File: src/rtl/rotary_event_pkg.sv
// Shared types and register-map constants for the rotary event queue.
package rotary_event_pkg;

  typedef struct packed {
    logic       valid;
    logic       dir;
    logic [5:0] rsvd;
    logic [7:0] pos;
    logic [15:0] ts;
  } rot_event_t;

  typedef enum logic [1:0] {
    REG_DATA   = 2'd0,
    REG_STATUS = 2'd1,
    REG_CTRL   = 2'd2,
    REG_DROPS  = 2'd3
  } reg_addr_e;

  localparam int CTRL_IRQ_EN    = 0;
  localparam int CTRL_CLR       = 1;
  localparam int CTRL_FLUSH     = 2;

  localparam int STAT_EMPTY     = 0;
  localparam int STAT_FULL      = 1;
  localparam int STAT_OVF       = 2;
  localparam int STAT_COUNT_LSB = 8;

endpackage

File: src/rtl/rot_event_fifo.sv
// Synchronous event FIFO; pointers carry one extra wrap bit so full and
// empty can be told apart when the index bits match.
module rot_event_fifo
  import rotary_event_pkg::*;
#(
  parameter int DEPTH = 16,
  localparam int AW   = $clog2(DEPTH)
) (
  input  logic       clk,
  input  logic       rst_n,
  input  logic       push,
  input  logic       pop,
  input  logic       flush,
  input  rot_event_t wdata,
  output rot_event_t rdata,
  output logic [AW:0] count,
  output logic       full,
  output logic       empty
);

  logic [AW:0] wr_ptr;
  logic [AW:0] rd_ptr;
  rot_event_t  mem [DEPTH];
  logic        do_push;
  logic        do_pop;

  // A pop frees the slot the same-cycle push needs, so full only blocks a lone push.
  assign do_pop  = pop & ~empty & ~flush;
  assign do_push = push & ~flush & (~full | do_pop);

  always_ff @(posedge clk or negedge rst_n) begin
    if (!rst_n) begin
      wr_ptr <= '0;
      rd_ptr <= '0;
    end else if (flush) begin
      wr_ptr <= '0;
      rd_ptr <= '0;
    end else begin
      if (do_push) wr_ptr <= wr_ptr + 1'b1;
      if (do_pop)  rd_ptr <= rd_ptr + 1'b1;
    end
  end

  always_ff @(posedge clk) begin
    if (do_push) mem[wr_ptr[AW-1:0]] <= wdata;
  end

  assign rdata = mem[rd_ptr[AW-1:0]];
  assign empty = (wr_ptr == rd_ptr);
  assign full  = (wr_ptr[AW] != rd_ptr[AW]) && (wr_ptr[AW-1:0] == rd_ptr[AW-1:0]);
  assign count = wr_ptr - rd_ptr;

endmodule

File: src/rtl/rotary_event_queue.sv
// Timestamps rotary step events into a FIFO and exposes it through a
// 4-word Avalon-MM slave (read latency 1) with a level interrupt.
module rotary_event_queue
  import rotary_event_pkg::*;
#(
  parameter int DEPTH    = 16,
  parameter int TICK_DIV = 50000
) (
  input  logic        clk,
  input  logic        rst_n,
  input  logic        rot_cw,
  input  logic        rot_ccw,
  input  logic [7:0]  rotary_pos,
  input  logic [1:0]  avs_address,
  input  logic        avs_read,
  input  logic        avs_write,
  input  logic [31:0] avs_writedata,
  output logic [31:0] avs_readdata,
  output logic        irq
);

  localparam int AW = $clog2(DEPTH);
  localparam int PW = (TICK_DIV > 1) ? $clog2(TICK_DIV) : 1;
  localparam logic [PW-1:0] PRESC_MAX = PW'(TICK_DIV - 1);

  logic [PW-1:0] presc;
  logic [15:0]   tick;
  logic          cw_q;
  logic          ccw_q;
  logic          rise_cw;
  logic          rise_ccw;
  logic          evt_both;
  logic          evt_pending;
  rot_event_t    evt_word;
  rot_event_t    next_evt;

  rot_event_t    fifo_rdata;
  logic [AW:0]   count;
  logic          full;
  logic          empty;

  reg_addr_e     addr;
  logic          pop;
  logic          ctrl_wr;
  logic          flush;
  logic          clr;
  logic          overflow;
  logic [1:0]    drop_inc;
  logic [8:0]    drop_sum;
  logic [7:0]    drop_cnt;
  logic          ovf;
  logic          irq_en;
  logic [15:0]   count_ext;
  logic [7:0]    count8;
  logic [31:0]   status_word;
  logic          unused_wdata;

  always_ff @(posedge clk or negedge rst_n) begin
    if (!rst_n) begin
      presc <= '0;
      tick  <= '0;
    end else if (presc == PRESC_MAX) begin
      presc <= '0;
      tick  <= tick + 16'd1;
    end else begin
      presc <= presc + 1'b1;
    end
  end

  assign rise_cw  = rot_cw & ~cw_q;
  assign rise_ccw = rot_ccw & ~ccw_q;
  assign evt_both = rise_cw & rise_ccw;

  always_comb begin
    next_evt       = '0;
    next_evt.valid = 1'b1;
    next_evt.dir   = rise_cw;
    next_evt.pos   = rotary_pos;
    next_evt.ts    = tick;
  end

  // The event is captured with pos/tick of the edge cycle and pushed one cycle later.
  always_ff @(posedge clk or negedge rst_n) begin
    if (!rst_n) begin
      cw_q        <= 1'b0;
      ccw_q       <= 1'b0;
      evt_pending <= 1'b0;
      evt_word    <= '0;
    end else begin
      cw_q        <= rot_cw;
      ccw_q       <= rot_ccw;
      evt_pending <= rise_cw ^ rise_ccw;
      evt_word    <= next_evt;
    end
  end

  rot_event_fifo #(.DEPTH(DEPTH)) u_fifo (
    .clk   (clk),
    .rst_n (rst_n),
    .push  (evt_pending),
    .pop   (pop),
    .flush (flush),
    .wdata (evt_word),
    .rdata (fifo_rdata),
    .count (count),
    .full  (full),
    .empty (empty)
  );

  assign addr     = reg_addr_e'(avs_address);
  assign pop      = avs_read && (addr == REG_DATA) && !empty;
  assign ctrl_wr  = avs_write && (addr == REG_CTRL);
  assign flush    = ctrl_wr && avs_writedata[CTRL_FLUSH];
  assign clr      = ctrl_wr && avs_writedata[CTRL_CLR];
  assign overflow = evt_pending && full && !pop && !flush;
  assign drop_inc = {1'b0, evt_both} + {1'b0, overflow};
  assign drop_sum = {1'b0, drop_cnt} + {7'b0, drop_inc};
  assign unused_wdata = ^avs_writedata[31:3];

  always_ff @(posedge clk or negedge rst_n) begin
    if (!rst_n) begin
      drop_cnt <= '0;
      ovf      <= 1'b0;
      irq_en   <= 1'b0;
      irq      <= 1'b0;
    end else begin
      if (clr) begin
        drop_cnt <= '0;
        ovf      <= 1'b0;
      end else begin
        if (overflow) ovf <= 1'b1;
        drop_cnt <= drop_sum[8] ? 8'hFF : drop_sum[7:0];
      end
      if (ctrl_wr) irq_en <= avs_writedata[CTRL_IRQ_EN];
      irq <= irq_en & ~empty;
    end
  end

  // Count is clamped to the 8-bit STATUS field; only DEPTH=256 can reach the clamp.
  assign count_ext = 16'(count);
  assign count8    = (count_ext > 16'd255) ? 8'hFF : count_ext[7:0];

  always_comb begin
    status_word                           = '0;
    status_word[STAT_EMPTY]               = empty;
    status_word[STAT_FULL]                = full;
    status_word[STAT_OVF]                 = ovf;
    status_word[STAT_COUNT_LSB +: 8]      = count8;
  end

  always_ff @(posedge clk or negedge rst_n) begin
    if (!rst_n) begin
      avs_readdata <= '0;
    end else if (avs_read) begin
      case (addr)
        REG_DATA:   avs_readdata <= empty ? 32'd0 : fifo_rdata;
        REG_STATUS: avs_readdata <= status_word;
        REG_CTRL:   avs_readdata <= {31'd0, irq_en};
        REG_DROPS:  avs_readdata <= {24'd0, drop_cnt};
        default:    avs_readdata <= '0;
      endcase
    end
  end

endmodule

File: config.mk
export PLATFORM = sky130hd
export DESIGN_NAME = rotary_event_queue
export DESIGN_NICKNAME = d
export VERILOG_FILES = /design/src/rtl/rotary_event_pkg.sv /design/src/rtl/rot_event_fifo.sv /design/src/rtl/rotary_event_queue.sv
export SDC_FILE = /design/constraint.sdc
export NUM_CORES = 1
export LEC_CHECK = 0
export CORE_MARGIN = 5
export CORE_UTILIZATION = 25
export CTS_CLUSTER_DIAMETER = 120
export DETAILED_ROUTE_END_ITERATION = 8
export PLACE_DENSITY = 0.37
export SLEW_MARGIN = 20
export SYNTH_ARGS = -nofsm -noshare
export SYNTH_HDL_FRONTEND = slang
export SYNTH_SLANG_ARGS = --single-unit
File: constraint.sdc
create_clock -name clk -period 9.6 [get_ports clk]
set_clock_uncertainty 0.05 [all_clocks]
set_input_delay 1.92 -clock clk [delete_from_list [all_inputs] [get_ports clk]]
set_output_delay 1.92 -clock clk [all_outputs]
set_load 0.02 [all_outputs]
# Word-level counts from Yosys, hierarchy flattened

Memory sizes are Yosys's and may differ from the RTL's.
Cells that the tools add are included.

Memories: 1
Bits in registers: 114
RAM bits: 416
Logic and storage cells: 77
Input port bits: 48
Output and inout bits: 33

Magnitude comparators: 1
Bitwise logic cells: 15
$add $sub $neg: 7
Mux-type cells: 14
Equality and inequality tests: 7
Reductions and logical operators: 16

Memory list:

| memory     | depth | bits a word | rd ports | clocked after memory_dff | write ports | RTL line             | source |
|---|---|---|---|---|---|---|---|
| u_fifo.mem | 16    | 26          | 1        | 0                        | 1           | rot_event_fifo.sv:23 | `rot_event_t mem [DEPTH];` |

Operator list:

| kind                                                | count |
|---|---|
| case mux 32 bit (4 select lines)                    | 1 |
| adder 16 x 1 -> 16 bit (second input constant)      | 2 |
| two-way mux 32 bit                                  | 1 |
| two-way mux 8 bit                                   | 3 |
| two-way mux 5 bit                                   | 4 |
| == test 16 bit (second input constant)              | 1 |
| two-way mux 16 bit                                  | 1 |
| adder 5 x 1 -> 5 bit (second input constant)        | 2 |
| adder 8 x 2 -> 9 bit                                | 1 |
| logical AND 1 bit                                   | 9 |
| bitwise AND 1 bit                                   | 8 |
| > comparator 5 x 8 -> 1 bit (second input constant) | 1 |
| nonzero test 2 bit                                  | 3 |
| == test 5 bit                                       | 1 |
| inverter 1 bit                                      | 5 |
| subtractor 5 bit                                    | 1 |
| == test 2 bit (second input constant)               | 2 |
| == test 4 bit                                       | 1 |
| two-way mux 1 bit                                   | 4 |
| zero test 1 bit                                     | 3 |
| adder 1 x 1 -> 2 bit                                | 1 |
| == test 2 x 1 -> 1 bit (second input constant)      | 1 |
| zero test 2 bit                                     | 1 |
| inequality test 1 bit                               | 1 |
| other kinds (2)                                     | 2 |

# Logic depth before layout (Yosys ltp)

Gate-level depths: netlist (run 1).

Depth after elaboration: 10
Mapped depth: 17
Mapped depth without buffers: 13

# By module

A second synthesis (run 1) with hierarchy kept.

Cell total of the unflattened synthesis: 1330
Area, all modules: 24521.0 sq um

By module, submodules not included:

| module             | times used | seq. area each (sq um) | area each (sq um) | cells each |
|---|---|---|---|---|
| rot_event_fifo     | 1          | 15625.0                | 20322.0           | 956 |
| rotary_event_queue | 1          | 2602.5                 | 4199.0            | 374 |

# Worst setup path before layout (run 1)

OpenSTA, ideal clock, no wires.

Path kind: in2reg
Start point: input avs_address[1]
End point: memory u_fifo.mem[0][0] in the netlist's numbering (enable)
Required time: 9.108 ns
Path buffers: 1
Arrival: 4.799 ns
Setup slack: 4.310 ns
Setup time: 0.442 ns
Stages: 5
Cell sequence: buf_2 > or3b_4 > a311oi_4 > nand2_1 > nor3_1

Longest elaborated chain between the ends: 9
Elaborated cells between the ends (all ways): 14
Those cells by class: eq/ne: 1; mux: 2; bitwise: 6; reduce/logical: 5

Ends and longest elaborated chain:

| element                                             | RTL line                                             | source |
|---|---|---|
| from (decl)                                         | rotary_event_queue.sv:14                             | `input logic [1:0] avs_address,` |
| zero test 2 bit or == test 2 bit (tied branches)    | rotary_event_queue.sv:111, rotary_event_queue.sv:112 |  |
| logical AND 1 bit (on tied branches)                | rotary_event_queue.sv:111, rotary_event_queue.sv:112 |  |
| logical AND 1 bit (on tied branches)                | rotary_event_queue.sv:111, rotary_event_queue.sv:113 |  |
| bitwise AND 1 bit or inverter 1 bit (tied branches) | rot_event_fifo.sv:28, rot_event_fifo.sv:29           |  |
| bitwise AND 1 bit                                   | rot_event_fifo.sv:28                                 | `assign do_pop = pop & ~empty & ~flush;` |
| bitwise OR 1 bit                                    | rot_event_fifo.sv:29                                 | `assign do_push = push & ~flush & (~full \| do_pop);` |
| bitwise AND 1 bit (*)                               | rot_event_fifo.sv:29                                 |  |
| two-way mux 1 bit (*)                               | rot_event_fifo.sv:45                                 | `if (do_push) mem[wr_ptr[AW-1:0]] <= wdata;` |
| two-way mux 1 bit (not written as such) (*)         | rot_event_fifo.sv:45                                 |  |
| to (decl)                                           | rot_event_fifo.sv:23                                 |  |

Mark *: on every way between the ends. The rest lies on a longest branch, timed or not.

# Final worst setup path (run 1)

Start point: input avs_read
End point: memory u_fifo.mem[7][25] in the netlist's numbering (enable)

Longest elaborated chain between the ends: 8

Ends and longest elaborated chain:

| element                                 | RTL line                  | source |
|---|---|---|
| from (decl)                             | rotary_event_queue.sv:15  | `input logic avs_read,` |
| logical AND 1 bit (2 in series)         | rotary_event_queue.sv:111 | `assign pop = avs_read && (addr == REG_DATA) && !empty;` |
| bitwise AND 1 bit (2 in series)         | rot_event_fifo.sv:28      |  |
| bitwise OR 1 bit                        | rot_event_fifo.sv:29      |  |
| bitwise AND 1 bit                       | rot_event_fifo.sv:29      |  |
| two-way mux 1 bit                       | rot_event_fifo.sv:45      |  |
| two-way mux 1 bit (not written as such) | rot_event_fifo.sv:45      |  |

No other way between the ends.

==> results of run 1 <==
==> per-stage QoR <==
stage,instance area (sq um),std cells
2_1_floorplan,20400,1100
3_3_place_gp,22300,2182
3_5_place_dp,22300,2182
4_1_cts,24200,2296
5_1_grt,24200,2296
6_report,24200,2296
==> layout by cell type (no fill, tap or decap), types with 3 or more instances in the layout <==
master           instances
clkinvlp_4               3
clkinv_1                15
nor2_1                  23
nand2_2                  3
bufinv_16                8
mux4_2                 102
buf_4                   30
a21oi_1                 37
mux2_2                   3
nor3_2                   5
and3_1                  12
xor2_1                  14
clkinv_2                12
conb_1                   7
clkdlybuf4s50_1         44
o22ai_1                 10
mux2i_1                 23
nand3_1                 19
a221o_1                  7
nor3_1                   4
o21ai_0                 11
nor2_4                  12
clkbuf_1                14
ha_1                    13
a211oi_1                 4
inv_1                   15
edfxtp_1               416
and4_1                   3
and2_1                   4
nand2_1                 99
o2bb2ai_1               12
nor2b_1                  9
nand4_1                 13
clkbuf_16               61
dfrtp_1                104
xnor2_1                 24
==> flip-flops by register name, summed over array words and instances, names as in the netlist, 5 cells and up <==
signal,flops
avs_readdata,26
drop_cnt,8
evt_word,26
presc,16
tick,16
u_fifo.mem,416
u_fifo.rd_ptr,5
u_fifo.wr_ptr,5
==> kinds of logic after synthesis <==
kind of cell    after synthesis  synth area share [%]
compound gates               96                  3.18
fa+ha+maj                    15                 0.994
simple gates                221                  5.33
other cells                   2                0.0368
xor+xnor                     39                  1.71
mux                         128                  12.6
flops                       524                  74.5
buf+inv                      70                  1.68
==> critical path: stages <==
cell	delay [ns]
clkdlybuf4s50_1	0.75
or3b_4	0.47
a311oi_4	0.41
nand2_2	0.25
nor2_4	0.61
buf_4	0.49
==> Yosys cell counts (all sizes together), types with 10 or more instances <==
| cell | n |
|---|---|
| edfxtp | 416 |
| dfrtp | 108 |
| mux4 | 102 |
| nand2 | 102 |
| a21oi | 38 |
| nor2 | 35 |
| buf | 34 |
| xnor2 | 25 |
| mux2i | 23 |
| clkbuf | 19 |
| nand3 | 19 |
| inv | 16 |
| nand4 | 14 |
| xor2 | 14 |
| ha | 13 |
| and3 | 12 |
| o2bb2ai | 12 |
| o21ai | 11 |
| o22ai | 10 |
==> routing by layer <==
metal | share of wire (%) | GRT usage (%) | routed length (um)
met1 | 48 | 17.0 | 24800
met2 | 47 | 19.1 | 24100
met3 | 3.3 | 1.94 | 1740
met4 | 2.3 | 3.53 | 1210
met5 | 0 | 0 | 0
==> power by group through the flow <==
stage | registers (mW) | clock network [mW] | logic, mW
finish | 2.77 | 2.30 | 1.46
detailed placement | 2.82 | 0 | 1.51
global placement | 2.82 | 0 | 1.51
CTS | 2.78 | 2.38 | 1.51
floorplan | 2.78 | 0 | 1.01
global route | 2.79 | 2.47 | 1.59
==> how the worst max path moves through the flow <==
stage | start | end | depth (start not counted)
CTS | avs_read | u_fifo.mem[7][13] | 6
global placement | avs_read | u_fifo.mem[7][16] | 6
finish | avs_read | u_fifo.mem[7][25] | 6
detailed placement | avs_read | u_fifo.mem[7][16] | 6
floorplan | avs_address[1] | u_fifo.mem[0][0] | 5
global route | avs_read | u_fifo.mem[7][25] | 6
==> area by class of cell <==
cell class	instances	area (sq um)	share of cell area, %
multi-input combinational	506	4980	20.6
sequential	524	15200	62.7
tap	1060	1330	5.47
clock inverter	38	389	1.61
timing repair buffer	75	677	2.79
clock buffer	76	1590	6.57
inverter	17	63.8	0.263
==> reports/metrics.csv, run 1 <==
metric;value;unit
setup_viol;0;
synth-edff-count;416;
port_buffers;45;
yosysWarnings;0;
fin_ws;4.89;ns
rsz0062_at_grt;false;
root_buffer;clkbuf_16;
synth_seq_cells;524;
finalMaxSlewViolations;0;
grt_overflow;0;
hold_end;evt_word[15];
nets;1247;
worst_pin_slew;1.05;ns
synthCells;1095;
vias;10100;
outcome;completed;
synthFlopType;edfxtp_1;
ir_drop;0.135;mV
yosysTopAreaCell;edfxtp_1;
syn_to_final_growth;18.8;%
syn_area;0.0204;sq mm
fillers;7922;
postCtsSetupBuffers;0;
path_clk_slew;0.06;ns
fmax;212;MHz
clock-sinks;524;
ys_async_sr_fraction;20.6;%
num_rows;104;
diodes;0;
syn_area_per_cell;18.6;sq um
p_leak;8.10;nW
start_util;25.3;%
ant_nets;0;
routed_wl;51900;um
cap_violations;0;
grt_antenna_before_repair;0;
synthTopCellsByArea;edfxtp_1 (61%), dfrtp_1 (13%), mux4_2 (11%);
routedWlPerCell;22.6;um
grt_pass1_vias;10900;
power_density;269;mW/mm^2
hold_depth;0;
io_pins;81;
grt_max_degree;62;
first_pass_iters;5;
post-place-ws;4.17;ns
die_w;296;um
cts_tree;built;
finalCritPeriodShare;49.1;%
drt-initial-drc-count;520;
critPathLaunchType;primary input;
reg2reg_slack;5.42;ns
whs;0.358;ns
finalHoldViolations;0;
design.core.area;0.0807;sq mm
hpwl;28700;um
cts_buffer_depth;3;
clkPwrFrac;35.2;%
seqPwrFrac;42.5;%
cts_resized;0;
detail_route.vias_per_cell;4.41;
cp_data_arrival_time;4.93;ns
hold_start;tick[15];
relSlewSlack;29.3;%
power;6.53;mW
cts_hold_buf;0;
hp-class;reg2reg;
netlist.area_leader.share;61.3;%
drc;0;
reg2reg_depth;8;
critPathKind;in2reg;
fp.dieH;296;um
cts_buffers;60;
yosysUniqueCellTypes;60;
period_needed;4.71;ns
power_switching;1.87;mW
h-tree-depth;2;
ys_seq_area_share;74.5;%
worst_setup_path_end_kind;flip-flop;
pwr-share-comb;22.3;%
clock_latency;0.62;ns
grt_pass1_wl;76700;um
internal_power;4.66;mW
die-area;0.0874;sq mm
gp_congestion;0.694;
worst_ep_required_time;9.81;ns
layout-drive-gt1-share;20.7;%
tns;0;ns
switching_share;28.6;%
final_util;30.0;%
r2r-start;u_fifo.rd_ptr[2];
r2r_end;u_fifo.mem[7][25];
track_usage;12.0;%
critPathMaxFanout;15;
Power figures use the tool's default switching activity.
==> run 2, diff against run 1 <==
- clock period: 9.6 -> 4.8 ns (I/O delays scaled with it)
==> reports/metrics.csv, run 2 (synthesis results as in run 1) <==
metric;value;unit
num_rows;104;
layout-drive-gt1-share;20.6;%
grt_antenna_before_repair;0;
cts_resized;0;
critPathLaunchType;flip-flop;
r2r-start;u_fifo.wr_ptr[2];
port_buffers;45;
final_cell_mix;edfxtp_1 (416), dfrtp_1 (104), mux4_2 (102);
period_needed;3.60;ns
hold_end;evt_word[15];
track_usage;11.9;%
reg2reg_slack;1.20;ns
largest_reg_flops;416;
h-tree-depth;2;
path_clk_slew;0.06;ns
die-area;0.0874;sq mm
power;13.1;mW
syn_to_final_growth;19.6;%
hold_start;tick[15];
cts_hold_buf;0;
worst_pin_slew;1.06;ns
grt_pass1_vias;10900;
drc;0;
grt_max_degree;93;
start_util;25.3;%
setup_viol;0;
placed_cells;2188;
final_util;30.2;%
tns;0;ns
cts_buffers;59;
nets;1252;
worst_setup_path_end_kind;flip-flop;
hold_depth;0;
instances_no_fill;2301;
fmax;278;MHz
cts_tree;built;
detail_route.vias_per_cell;4.39;
outcome;completed;
critPathKind;reg2reg;
final_common_cell;edfxtp_1;
routed_wl;51800;um
design.core.area;0.0807;sq mm
cp_data_arrival_time;4.07;ns
routedWlPerCell;22.5;um
relSlewSlack;29.5;%
ir_drop;0.361;mV
worst_ep_required_time;5.27;ns
fillers;7949;
hp-class;reg2reg;
drt-initial-drc-count;557;
hpwl;27900;um
critPathMaxFanout;11;
io_pins;81;
vias;10100;
first_pass_iters;5;
postCtsSetupBuffers;0;
clock-sinks;524;
rsz0062_at_grt;false;
r2r_end;drop_cnt[1];
finalMaxSlewViolations;0;
finalCritPeriodShare;74.9;%
fp.dieH;296;um
grt_overflow;0;
gp_congestion;0.693;
clock_latency;0.61;ns
finalHoldViolations;0;
grt_pass1_wl;76000;um
ant_nets;0;
die_w;296;um
reg2reg_depth;11;
power_density;538;mW/mm^2
p_leak;8.16;nW
root_buffer;clkbuf_16;
cts_buffer_depth;3;
cap_violations;0;
whs;0.350;ns
run 2: changes by cell type in the layout (fill, tap and decap cells not counted), sizes merged, moves of 2 or more:
| cell | change |
|---|---|
| clkbuf | +3 |
| clkinv | -3 |
| diode | +2 |
| buf | +6 |
| clkinvlp | -3 |
run 2: worst max-delay path, stage by stage, from the launching register on:
cell,delay [ns]
dfrtp_1,0.54
ha_1,0.45
and4_1,0.36
nand3_1,0.12
or3_1,0.45
fa_1,0.41
inv_1,0.07
ha_1,0.20
and3_1,0.21
and3_1,0.21
nand3_1,0.24
a21oi_1,0.21
run 2: worst max-delay path by stage:
| stage | depth (start not counted) | slack [ns] | start | endpoint |
|---|---|---|---|---|
| 2_1_floorplan | 9 | 0.17 | u_fifo.rd_ptr[3] | u_fifo.mem[0][0] |
| 3_5_place_dp | 10 | 0.65 | avs_address[1] | drop_cnt[4] |
| 3_3_place_gp | 10 | 0.65 | avs_address[1] | drop_cnt[0] |
| 6_report | 11 | 1.20 | u_fifo.wr_ptr[2] | drop_cnt[1] |
| 5_1_grt | 11 | 0.90 | u_fifo.wr_ptr[2] | drop_cnt[4] |
| 4_1_cts | 11 | 1.18 | u_fifo.wr_ptr[2] | drop_cnt[1] |
run 2: final cells by class:
cell class              count  area (sq um)  area share (%)
diodes                      2          5.00          0.0205
clock buffers              79          1640            6.74
repair buffers             81           797            3.27
well taps                1060          1330            5.44
inverters                  17          63.8           0.262
flip-flops and latches    524         15200            62.3
clock inverters            32           367            1.50
multi-input cells         506          4980            20.4
run 2: power by group:
part	switching (mW)	internal (mW)
clock	1.80	2.86
combinational	1.71	1.31
sequential	0.180	5.27
run 2: per-layer routing:
metal / track usage [%] / wire (um) / up-vias
met5: 0 / 0 / -
met4: 2.87 / 1050 / 0
met3: 2.01 / 2000 / 76
met2: 18.5 / 23600 / 169
met1: 17.4 / 25100 / 5372
li1: - / - / 4483
run 2: through the flow:
| step | instance area [sq um] | setup slack (ns) |
|---|---|---|
| 2_1_floorplan | 20400 | 0.166 |
| 3_3_place_gp | 22400 | 0.653 |
| 3_5_place_dp | 22400 | 0.650 |
| 4_1_cts | 24400 | 1.18 |
| 5_1_grt | 24400 | 0.897 |
| 6_report | 24400 | 1.20 |
